$ cat config.mk
export PLATFORM = sky130hd
export DESIGN_NAME = io_port_hub_flat
export DESIGN_NICKNAME = d
export VERILOG_FILES = /design/src/rtl/io_port_hub_if.sv /design/src/rtl/io_port_hub.sv /design/src/flat_wrapper.sv
export SDC_FILE = /design/constraint.sdc
export NUM_CORES = 1
export LEC_CHECK = 0
export CAP_MARGIN = 20
export CORE_MARGIN = 2
export CORE_UTILIZATION = 60
export CTS_CLUSTER_SIZE = 12
export DETAILED_ROUTE_END_ITERATION = 8
export PLACE_DENSITY_LB_ADDON = 0.05
export SLEW_MARGIN = 20
export SYNTH_ARGS = -nofsm -noshare
export SYNTH_HDL_FRONTEND = slang
export SYNTH_SLANG_ARGS = --single-unit
$ cat constraint.sdc
create_clock -name clk -period 5.4 [get_ports clk]
set_input_delay 1.08 -clock clk [delete_from_list [all_inputs] [get_ports clk]]
set_output_delay 1.08 -clock clk [all_outputs]
set_load 0.02 [all_outputs]
$ cat src/rtl/io_port_hub_if.sv
// io_port_hub_if: processor strobes, producer/consumer valid-ready channels and
// error flags of io_port_hub, bundled into one interface.
// master = processor/producer/consumer side, slave = the hub itself.
interface io_port_hub_if #(
  parameter int NUIOIN = 4,
  parameter int NUIOOU = 4,
  parameter int NBIN   = 19,
  parameter int NBOUT  = 28
) ();
  logic [NUIOIN-1:0]        req_in;
  logic [NBIN-1:0]          io_in;
  logic [NUIOOU-1:0]        out_en;
  logic [NBOUT-1:0]         io_out;
  logic [NUIOIN*NBIN-1:0]   src_data;
  logic [NUIOIN-1:0]        src_valid;
  logic [NUIOIN-1:0]        src_ready;
  logic [NUIOOU*NBOUT-1:0]  snk_data;
  logic [NUIOOU-1:0]        snk_valid;
  logic [NUIOOU-1:0]        snk_ready;
  logic [3:0]               err;

  modport master (
    output req_in, out_en, io_out, src_data, src_valid, snk_ready,
    input  io_in, src_ready, snk_data, snk_valid, err
  );

  modport slave (
    input  req_in, out_en, io_out, src_data, src_valid, snk_ready,
    output io_in, src_ready, snk_data, snk_valid, err
  );
endinterface

$ cat src/rtl/io_port_hub.sv
// io_port_hub: per-port FIFOs between valid/ready producers/consumers and a
// processor using one-hot read (req_in) and write (out_en) strobes.
// Optional build macro IO_HUB_ERR_EN: sticky error flags on err; without it
// err is tied to zero and no error logic exists.
module io_port_hub #(
  parameter int NUIOIN = 4,
  parameter int NUIOOU = 4,
  parameter int NBIN   = 19,
  parameter int NBOUT  = 28,
  parameter int FDEPTH = 4
) (
  input  logic            clk,
  input  logic            rst,
  io_port_hub_if.slave    bus
);

  localparam int AW = $clog2(FDEPTH);

  // ---------------- input side (producer -> processor) ----------------
  logic [NUIOIN-1:0] in_full;
  logic [NUIOIN-1:0] in_empty;
  logic [NUIOIN-1:0] in_push;
  logic [NUIOIN-1:0] in_pop;
  logic [NUIOIN-1:0] rd_oh;
  logic [NBIN-1:0]   in_head [NUIOIN];
  logic [NBIN-1:0]   io_in_mux;

  // Lowest set bit of req_in; multi-hot strobes collapse onto it.
  assign rd_oh   = bus.req_in & (~bus.req_in + NUIOIN'(1));
  assign in_push = bus.src_valid & ~in_full;
  assign in_pop  = rd_oh & ~in_empty;

  assign bus.src_ready = ~in_full;

  for (genvar k = 0; k < NUIOIN; k++) begin : g_in
    logic [NBIN-1:0] mem_q [FDEPTH];
    logic [AW:0]     wptr_q;
    logic [AW:0]     rptr_q;

    // Pointer registers; extra MSB distinguishes full from empty.
    always_ff @(posedge clk or negedge rst) begin
      if (!rst) begin
        wptr_q <= '0;
        rptr_q <= '0;
      end else begin
        if (in_push[k]) wptr_q <= wptr_q + (AW+1)'(1);
        if (in_pop[k])  rptr_q <= rptr_q + (AW+1)'(1);
      end
    end

    // Storage; contents are only observable through the pointers.
    always_ff @(posedge clk) begin
      if (in_push[k]) mem_q[wptr_q[AW-1:0]] <= bus.src_data[k*NBIN +: NBIN];
    end

    assign in_empty[k] = (wptr_q == rptr_q);
    assign in_full[k]  = (wptr_q[AW] != rptr_q[AW]) &&
                         (wptr_q[AW-1:0] == rptr_q[AW-1:0]);
    assign in_head[k]  = mem_q[rptr_q[AW-1:0]];
  end

  // Read mux: head of the served port, zero when nothing is popped.
  always_comb begin
    io_in_mux = '0;
    for (int unsigned i = 0; i < NUIOIN; i++) begin
      if (in_pop[i]) io_in_mux = in_head[i];
    end
  end

  assign bus.io_in = io_in_mux;

  // ---------------- output side (processor -> consumer) ----------------
  logic [NUIOOU-1:0] out_full;
  logic [NUIOOU-1:0] out_empty;
  logic [NUIOOU-1:0] out_push;
  logic [NUIOOU-1:0] out_pop;
  logic [NUIOOU-1:0] wr_oh;

  assign wr_oh    = bus.out_en & (~bus.out_en + NUIOOU'(1));
  assign out_push = wr_oh & ~out_full;
  assign out_pop  = ~out_empty & bus.snk_ready;

  assign bus.snk_valid = ~out_empty;

  for (genvar k = 0; k < NUIOOU; k++) begin : g_out
    logic [NBOUT-1:0] mem_q [FDEPTH];
    logic [AW:0]      wptr_q;
    logic [AW:0]      rptr_q;

    // Pointer registers; extra MSB distinguishes full from empty.
    always_ff @(posedge clk or negedge rst) begin
      if (!rst) begin
        wptr_q <= '0;
        rptr_q <= '0;
      end else begin
        if (out_push[k]) wptr_q <= wptr_q + (AW+1)'(1);
        if (out_pop[k])  rptr_q <= rptr_q + (AW+1)'(1);
      end
    end

    // Storage written from the processor data bus.
    always_ff @(posedge clk) begin
      if (out_push[k]) mem_q[wptr_q[AW-1:0]] <= bus.io_out;
    end

    assign out_empty[k] = (wptr_q == rptr_q);
    assign out_full[k]  = (wptr_q[AW] != rptr_q[AW]) &&
                          (wptr_q[AW-1:0] == rptr_q[AW-1:0]);
    assign bus.snk_data[k*NBOUT +: NBOUT] = mem_q[rptr_q[AW-1:0]];
  end

  // ---------------- error flags ----------------
`ifdef IO_HUB_ERR_EN
  logic [3:0] err_q;
  logic [3:0] err_d;

  // Accumulate error events; bits only ever set until reset.
  always_comb begin
    err_d    = err_q;
    err_d[0] = err_q[0] | (|(rd_oh & in_empty));
    err_d[1] = err_q[1] | (|(wr_oh & out_full));
    err_d[2] = err_q[2] | ((bus.req_in & (bus.req_in - NUIOIN'(1))) != '0);
    err_d[3] = err_q[3] | ((bus.out_en & (bus.out_en - NUIOOU'(1))) != '0);
  end

  // Sticky error register.
  always_ff @(posedge clk or negedge rst) begin
    if (!rst) err_q <= '0;
    else      err_q <= err_d;
  end

  assign bus.err = err_q;
`else
  assign bus.err = '0;
`endif

endmodule

$ cat src/flat_wrapper.sv
// flat-port wrapper written by rule: the top's interface ports become plain ports
module io_port_hub_flat 
#(
  parameter int NUIOIN = 4,
  parameter int NUIOOU = 4,
  parameter int NBIN   = 19,
  parameter int NBOUT  = 28,
  parameter int FDEPTH = 4
)
  (clk, rst, bus_req_in, bus_out_en, bus_io_out, bus_src_data, bus_src_valid, bus_snk_ready, bus_io_in, bus_src_ready, bus_snk_data, bus_snk_valid, bus_err);
  io_port_hub_if #(.NUIOIN(NUIOIN), .NUIOOU(NUIOOU), .NBIN(NBIN), .NBOUT(NBOUT)) bus_i ();
  input  logic clk;
  input  logic rst;
  input wire logic [$bits(bus_i.req_in)-1:0] bus_req_in;
  input wire logic [$bits(bus_i.out_en)-1:0] bus_out_en;
  input wire logic [$bits(bus_i.io_out)-1:0] bus_io_out;
  input wire logic [$bits(bus_i.src_data)-1:0] bus_src_data;
  input wire logic [$bits(bus_i.src_valid)-1:0] bus_src_valid;
  input wire logic [$bits(bus_i.snk_ready)-1:0] bus_snk_ready;
  output wire logic [$bits(bus_i.io_in)-1:0] bus_io_in;
  output wire logic [$bits(bus_i.src_ready)-1:0] bus_src_ready;
  output wire logic [$bits(bus_i.snk_data)-1:0] bus_snk_data;
  output wire logic [$bits(bus_i.snk_valid)-1:0] bus_snk_valid;
  output wire logic [$bits(bus_i.err)-1:0] bus_err;
  assign bus_i.req_in = bus_req_in;
  assign bus_i.out_en = bus_out_en;
  assign bus_i.io_out = bus_io_out;
  assign bus_i.src_data = bus_src_data;
  assign bus_i.src_valid = bus_src_valid;
  assign bus_i.snk_ready = bus_snk_ready;
  assign bus_io_in = bus_i.io_in;
  assign bus_src_ready = bus_i.src_ready;
  assign bus_snk_data = bus_i.snk_data;
  assign bus_snk_valid = bus_i.snk_valid;
  assign bus_err = bus_i.err;
  io_port_hub #(.NUIOIN(NUIOIN), .NUIOOU(NUIOOU), .NBIN(NBIN), .NBOUT(NBOUT), .FDEPTH(FDEPTH)) u_core (.clk(clk), .rst(rst), .bus(bus_i));
endmodule
Yosys cells after proc, flatten, opt, wreduce, memory -nomap -nowiden
Memories as Yosys holds them, arrays and structs flattened.
Index checks and enable logic that the tools add are counted.
{"block": "totals", "ff_bits": 48, "latch_bits": 0, "mem_bits_rw": 752, "mem_bits_ro": 0, "inputBits": 122, "output_inout_bits": 143, "word_cells": 106, "memories": 8}
{"block": "classes", "addsub": 18, "mul": 0, "n_div": 0, "n_lt_le_gt_ge": 0, "n_eq_ne": 24, "n_shift": 0, "n_mux": 20, "bitwise_logic": 12, "reduce_logical": 8}
{"name": "u_core.g_out[0].mem_q", "depth": 4, "width": 28, "rd": 1, "rd_clocked_by_memory_dff": 0, "wr": 1, "line": "io_port_hub.sv:86", "source": "logic [NBOUT-1:0] mem_q [FDEPTH];"}
{"name": "u_core.g_out[1].mem_q", "depth": 4, "width": 28, "rd": 1, "rd_clocked_by_memory_dff": 0, "wr": 1, "line": "io_port_hub.sv:86"}
{"name": "u_core.g_out[2].mem_q", "depth": 4, "width": 28, "rd": 1, "rd_clocked_by_memory_dff": 0, "wr": 1, "line": "io_port_hub.sv:86"}
{"name": "u_core.g_out[3].mem_q", "depth": 4, "width": 28, "rd": 1, "rd_clocked_by_memory_dff": 0, "wr": 1, "line": "io_port_hub.sv:86"}
{"name": "u_core.g_in[0].mem_q", "depth": 4, "width": 19, "rd": 1, "rd_clocked_by_memory_dff": 0, "wr": 1, "line": "io_port_hub.sv:36", "source": "logic [NBIN-1:0] mem_q [FDEPTH];"}
{"name": "u_core.g_in[1].mem_q", "depth": 4, "width": 19, "rd": 1, "rd_clocked_by_memory_dff": 0, "wr": 1, "line": "io_port_hub.sv:36"}
{"name": "+2 memories"}
{"cell": "$mux 19", "n": 4}
{"cell": "$add 3x1->3 const B", "n": 16}
{"cell": "$and 4x4->4", "n": 6}
{"cell": "$eq 3x3->1", "n": 8}
{"cell": "$not 4->4", "n": 6}
{"cell": "$eq 2x2->1", "n": 8}
{"cell": "$mux 1", "n": 16}
{"cell": "$add 4x1->4 const B", "n": 2}
{"cell": "$logic_and 1x1->1", "n": 8}
{"cell": "$ne 1x1->1", "n": 8}

Depth between registers and ports, before layout
{"block": "depth", "word_depth": 8, "depth_mapped": 6, "ltp_nobuf": 4}

Worst setup path after synthesis
No wires, ideal clock.
{"block": "synth_path", "kind": "input -> output", "from": "in bus_req_in[0]", "to": "out bus_io_in[11]", "t_arrival_ps": 2222, "required_time_ps": 4320, "path_slack_ps": 2098, "cell_stages": 4, "n_path_buf": 0, "path_cell_list": "nor4b_1 -> o31a_2 -> nor2_1 -> a21oi_1"}
{"block": "synth_between", "elab_chain_cells": 8}
{"element": "start: declaration", "line": "flat_wrapper.sv:14", "source": "input wire logic [$bits(bus_i.req_in)-1:0] bus_req_in;"}
{"element": "$not 4->4", "line": "io_port_hub.sv:29", "source": "assign rd_oh = bus.req_in & (~bus.req_in + NUIOIN'(1));"}
{"element": "$add 4x1->4", "line": "io_port_hub.sv:29"}
{"element": "$and 4x4->4 (*)", "line": "io_port_hub.sv:29"}
{"element": "$and 4x4->4 (*)", "line": "io_port_hub.sv:31", "source": "assign in_pop = rd_oh & ~in_empty;"}
{"element": "$mux 19 (3 in a row)", "line": "io_port_hub.sv:66", "source": "if (in_pop[i]) io_in_mux = in_head[i];"}
{"element": "$mux 19 (*)", "line": "io_port_hub.sv:66"}
{"element": "end: declaration", "line": "flat_wrapper.sv:20", "source": "output wire logic [$bits(bus_i.io_in)-1:0] bus_io_in;"}
Every way passes the cells marked *; elsewhere a longest branch is shown, timed or not.

Worst setup path in the final report
{"block": "layout_path", "from": "in bus_req_in[0]", "to": "out bus_io_in[17]"}
The elaborated chain is that of the path after synthesis.

==> metrics <==
number of post-CTS setup repair buffers 0; most used flip-flop cell after synthesis sky130_fd_sc_hd__edfxtp_1; Synth Warn # 0; post-detailed-route count of antenna-violating nets 0; Setup TNS 0 ns; Pre-antenna DRT Iters 5; Setup Viol. Count Final 0; crit path DAT 3.66 ns; hpwl dp 40850 um; fin crit period 4.738 ns; count of mapped cells out of synthesis 1319; post-synth design cell area 30430 um^2; number of DRC violations after detailed-routing iteration 0 1216; internal power summed over all cells 13960 uW; WL final 64150 um; area of the die 52540 um^2; final hold violation count 0; type of the worst min-delay path reg -> reg; hold_ws 0.4856 ns; Synth Area per Inst 23.07 um^2; slew at the pin with the worst max-slew slack 1.061 ns; sequential fraction of design power 42.3%; number of cells on the worst reg-to-reg path 4; critical path startpoint bus_req_in[0]; filler instances 3014; clock group share of total power 24.3%; root buffer selected by CTS sky130_fd_sc_hd__clkbuf_16; H-Tree Level Count 3; Placer Congestion 0.8011; Layout Skew 0.02168 ns; sequential element share of the synthesized area 78.15%; vias in the first global route 14879; number of buffers inserted during clock tree synthesis 80; hold buffers post-CTS 0; starting density of the core 60.79%; headroom to the max-slew limit 29.24%; gr usage total 25.27%; reg-to-reg critical path endpoint u_core.g_out[1].mem_q[1][16]; signed area change from the synthesized netlist to the final layout 19.11%; die extent in y 229.2 um; die width 229.2 um; wire length of the first global-routing pass 95890 um; # nets final 1811; clock slew at the register clock pins of the worst setup and hold paths 0.06 ns; run status finished clean; CP Capture Point bus_io_in[17]; endpoint class of the critical path primary output; post-route fraction of the period consumed by the critical path 87.74%; Max Transition Viols Final 0; clock tree from TritonCTS done; setup repair after global routing missed its margin no; num rows 82; total net switching power 6455 uW; total I/O pin count 265; deepest clock path buffer count 3; via count 14192; portion of synthesized cell area occupied by the leading cell type 74.20%; clock net sink count 800; most frequent standard cell in the layout excluding fill and tap cells sky130_fd_sc_hd__edfxtp_1; Worst EP required 4.32 ns; Avg WL per Cell 27.06 um; number of port buffers 260; count of instances resized after the clock tree is built 0; power per cell area 563.3 nW/um^2; fraction of registers with async set or reset after synthesis 6.000%; Worst Path Class, Setup in -> out; top cells by area in the synthesized netlist sky130_fd_sc_hd__edfxtp_1, sky130_fd_sc_hd__mux4_2, sky130_fd_sc_hd__dfrtp_1; standby leakage power 0.01192 uW; switching power as a share of total power 31.61%; most frequent cells in the layout sky130_fd_sc_hd__edfxtp_1, sky130_fd_sc_hd__clkdlybuf4s50_1, sky130_fd_sc_hd__mux4_2, sky130_fd_sc_hd__clkbuf_16, sky130_fd_sc_hd__dfrtp_1; R2R Setup Slk 2.11 ns; highest ir drop seen on vdd 0.4284 mV; Logic pwr share 33.4%; Worst R2R Start u_core.g_out[1].rptr_q[1]; number of synthesized flops with an enable pin 752; startpoint type of the worst setup path input pin; FF+latch count, synth 800; number of DRC violations after detailed routing 0; pin count of the biggest net entering global routing 49; largest area contributor in the synthesized netlist sky130_fd_sc_hd__edfxtp_1; average vias per placed instance 5.986; number of max-capacitance violations reported 0; Critical Path Fanout Max 15; CORE AREA 50070 um^2; global-route congestion overflow total 0; achievable clock frequency 211.1 MHz; number of antenna violations at the first check in global routing 5; Netlist cell types 35; fraction of final layout cells sized beyond drive strength 1 20.14%; clock insertion delay at the later pin of the skew report 0.61 ns
## critical path: stages
cell                              delay (ns)
sky130_fd_sc_hd__clkdlybuf4s50_1        0.54
sky130_fd_sc_hd__nor4b_1                0.51
sky130_fd_sc_hd__o31a_2                 0.45
sky130_fd_sc_hd__nor2_1                 0.20
sky130_fd_sc_hd__a21oi_1                0.22
sky130_fd_sc_hd__clkdlybuf4s50_1        0.65
## power groups by stage
stage	Sequential (uW)	Combinational [uW]	Clock, uW
floorplan	8350	4340	0
detailed placement	8770	6900	0
CTS	8650	6940	5050
global route	8760	7240	5280
finish	8630	6830	4960
global placement	8700	6870	0
## per-stage QoR
step                worst slack (ns)  total power [uW]  cell area [um^2]  std cells  util [%]
global route                  0.5215             21280             36250       2370     72.40
global placement              0.7117             15570             33930       2238     67.77
CTS                           0.6646             20640             36230       2369     72.37
detailed placement            0.6822             15670             33930       2238     67.77
finish                        0.6621             20420             36250       2371     72.40
floorplan                      2.098             12690             30450       1322         -
## final cells by class
type | count | area [um^2] | share of cell area [%]
Clock buffer | 120 | 2235 | 6.164
Tap cell | 672 | 840.8 | 2.319
Sequential cell | 800 | 23790 | 65.62
Antenna cell | 1 | 2.502 | 0.006903
Clock inverter | 11 | 67.56 | 0.1864
Inverter | 24 | 90.09 | 0.2485
Timing Repair Buffer | 297 | 2908 | 8.021
Multi-Input combinational cell | 446 | 6320 | 17.43
## logic make-up (layout without fill, tap and decap cells)
| family | Yosys count | in the layout | synth area share, % |
|---|---|---|---|
| xor gates and xnor gates | 62 | 62 | 1.809 |
| muxes | 196 | 196 | 14.21 |
| and+or+nand+nor | 77 | 77 | 1.369 |
| AOI/OAI and AO/OA | 67 | 67 | 1.661 |
| buffers and inverters | 76 | 452 | 1.151 |
| DFF | 800 | 800 | 78.15 |
| adders and majority gates | 40 | 40 | 1.644 |
| other | 1 | 5 | 0.01232 |
## per-layer routing
metal | up-vias | global-route usage [%] | part of all wire [%]
met5 | - | 0 | 0.089
met4 | 8 | 10.13 | 4.1
met3 | 123 | 6.300 | 6.4
met2 | 482 | 41.93 | 51
met1 | 7459 | 32.53 | 38
li1 | 6120 | - | -
## synth_stat cells, types with 8 or more instances
cell type / n
sky130_fd_sc_hd__xnor2_1: 40
sky130_fd_sc_hd__nand3_1: 8
sky130_fd_sc_hd__and2_1: 31
sky130_fd_sc_hd__mux2_2: 8
sky130_fd_sc_hd__xor2_1: 21
sky130_fd_sc_hd__buf_4: 8
sky130_fd_sc_hd__clkbuf_1: 12
sky130_fd_sc_hd__nand2_1: 28
sky130_fd_sc_hd__buf_2: 26
sky130_fd_sc_hd__mux4_2: 188
sky130_fd_sc_hd__ha_1: 40
sky130_fd_sc_hd__inv_1: 24
sky130_fd_sc_hd__o21ai_0: 8
sky130_fd_sc_hd__dfrtp_1: 48
sky130_fd_sc_hd__edfxtp_1: 752
sky130_fd_sc_hd__a22oi_1: 31
## sequential cells by signal (all words and copies together) (netlist names)
register / flops
u_core.g_in.mem_q: 304
u_core.g_out.wptr_q: 12
u_core.g_in.wptr_q: 12
u_core.g_in.rptr_q: 12
u_core.g_out.mem_q: 448
u_core.g_out.rptr_q: 12
## worst min-delay path by stage
stage,startpoint,to,slack [ns],depth (start not counted)
4_1_cts,u_core.g_out[0].wptr_q[2],u_core.g_out[0].wptr_q[2],0.49,1
2_1_floorplan,u_core.g_out[0].wptr_q[2],u_core.g_out[0].wptr_q[2],0.46,1
6_report,u_core.g_out[2].wptr_q[2],u_core.g_out[2].wptr_q[2],0.49,1
3_5_place_dp,u_core.g_out[0].wptr_q[2],u_core.g_out[0].wptr_q[2],0.48,1
3_3_place_gp,u_core.g_out[1].wptr_q[2],u_core.g_out[1].wptr_q[2],0.47,1
5_1_grt,u_core.g_out[3].rptr_q[2],u_core.g_out[3].rptr_q[2],0.50,1
(Power assumes the default switching activity.)
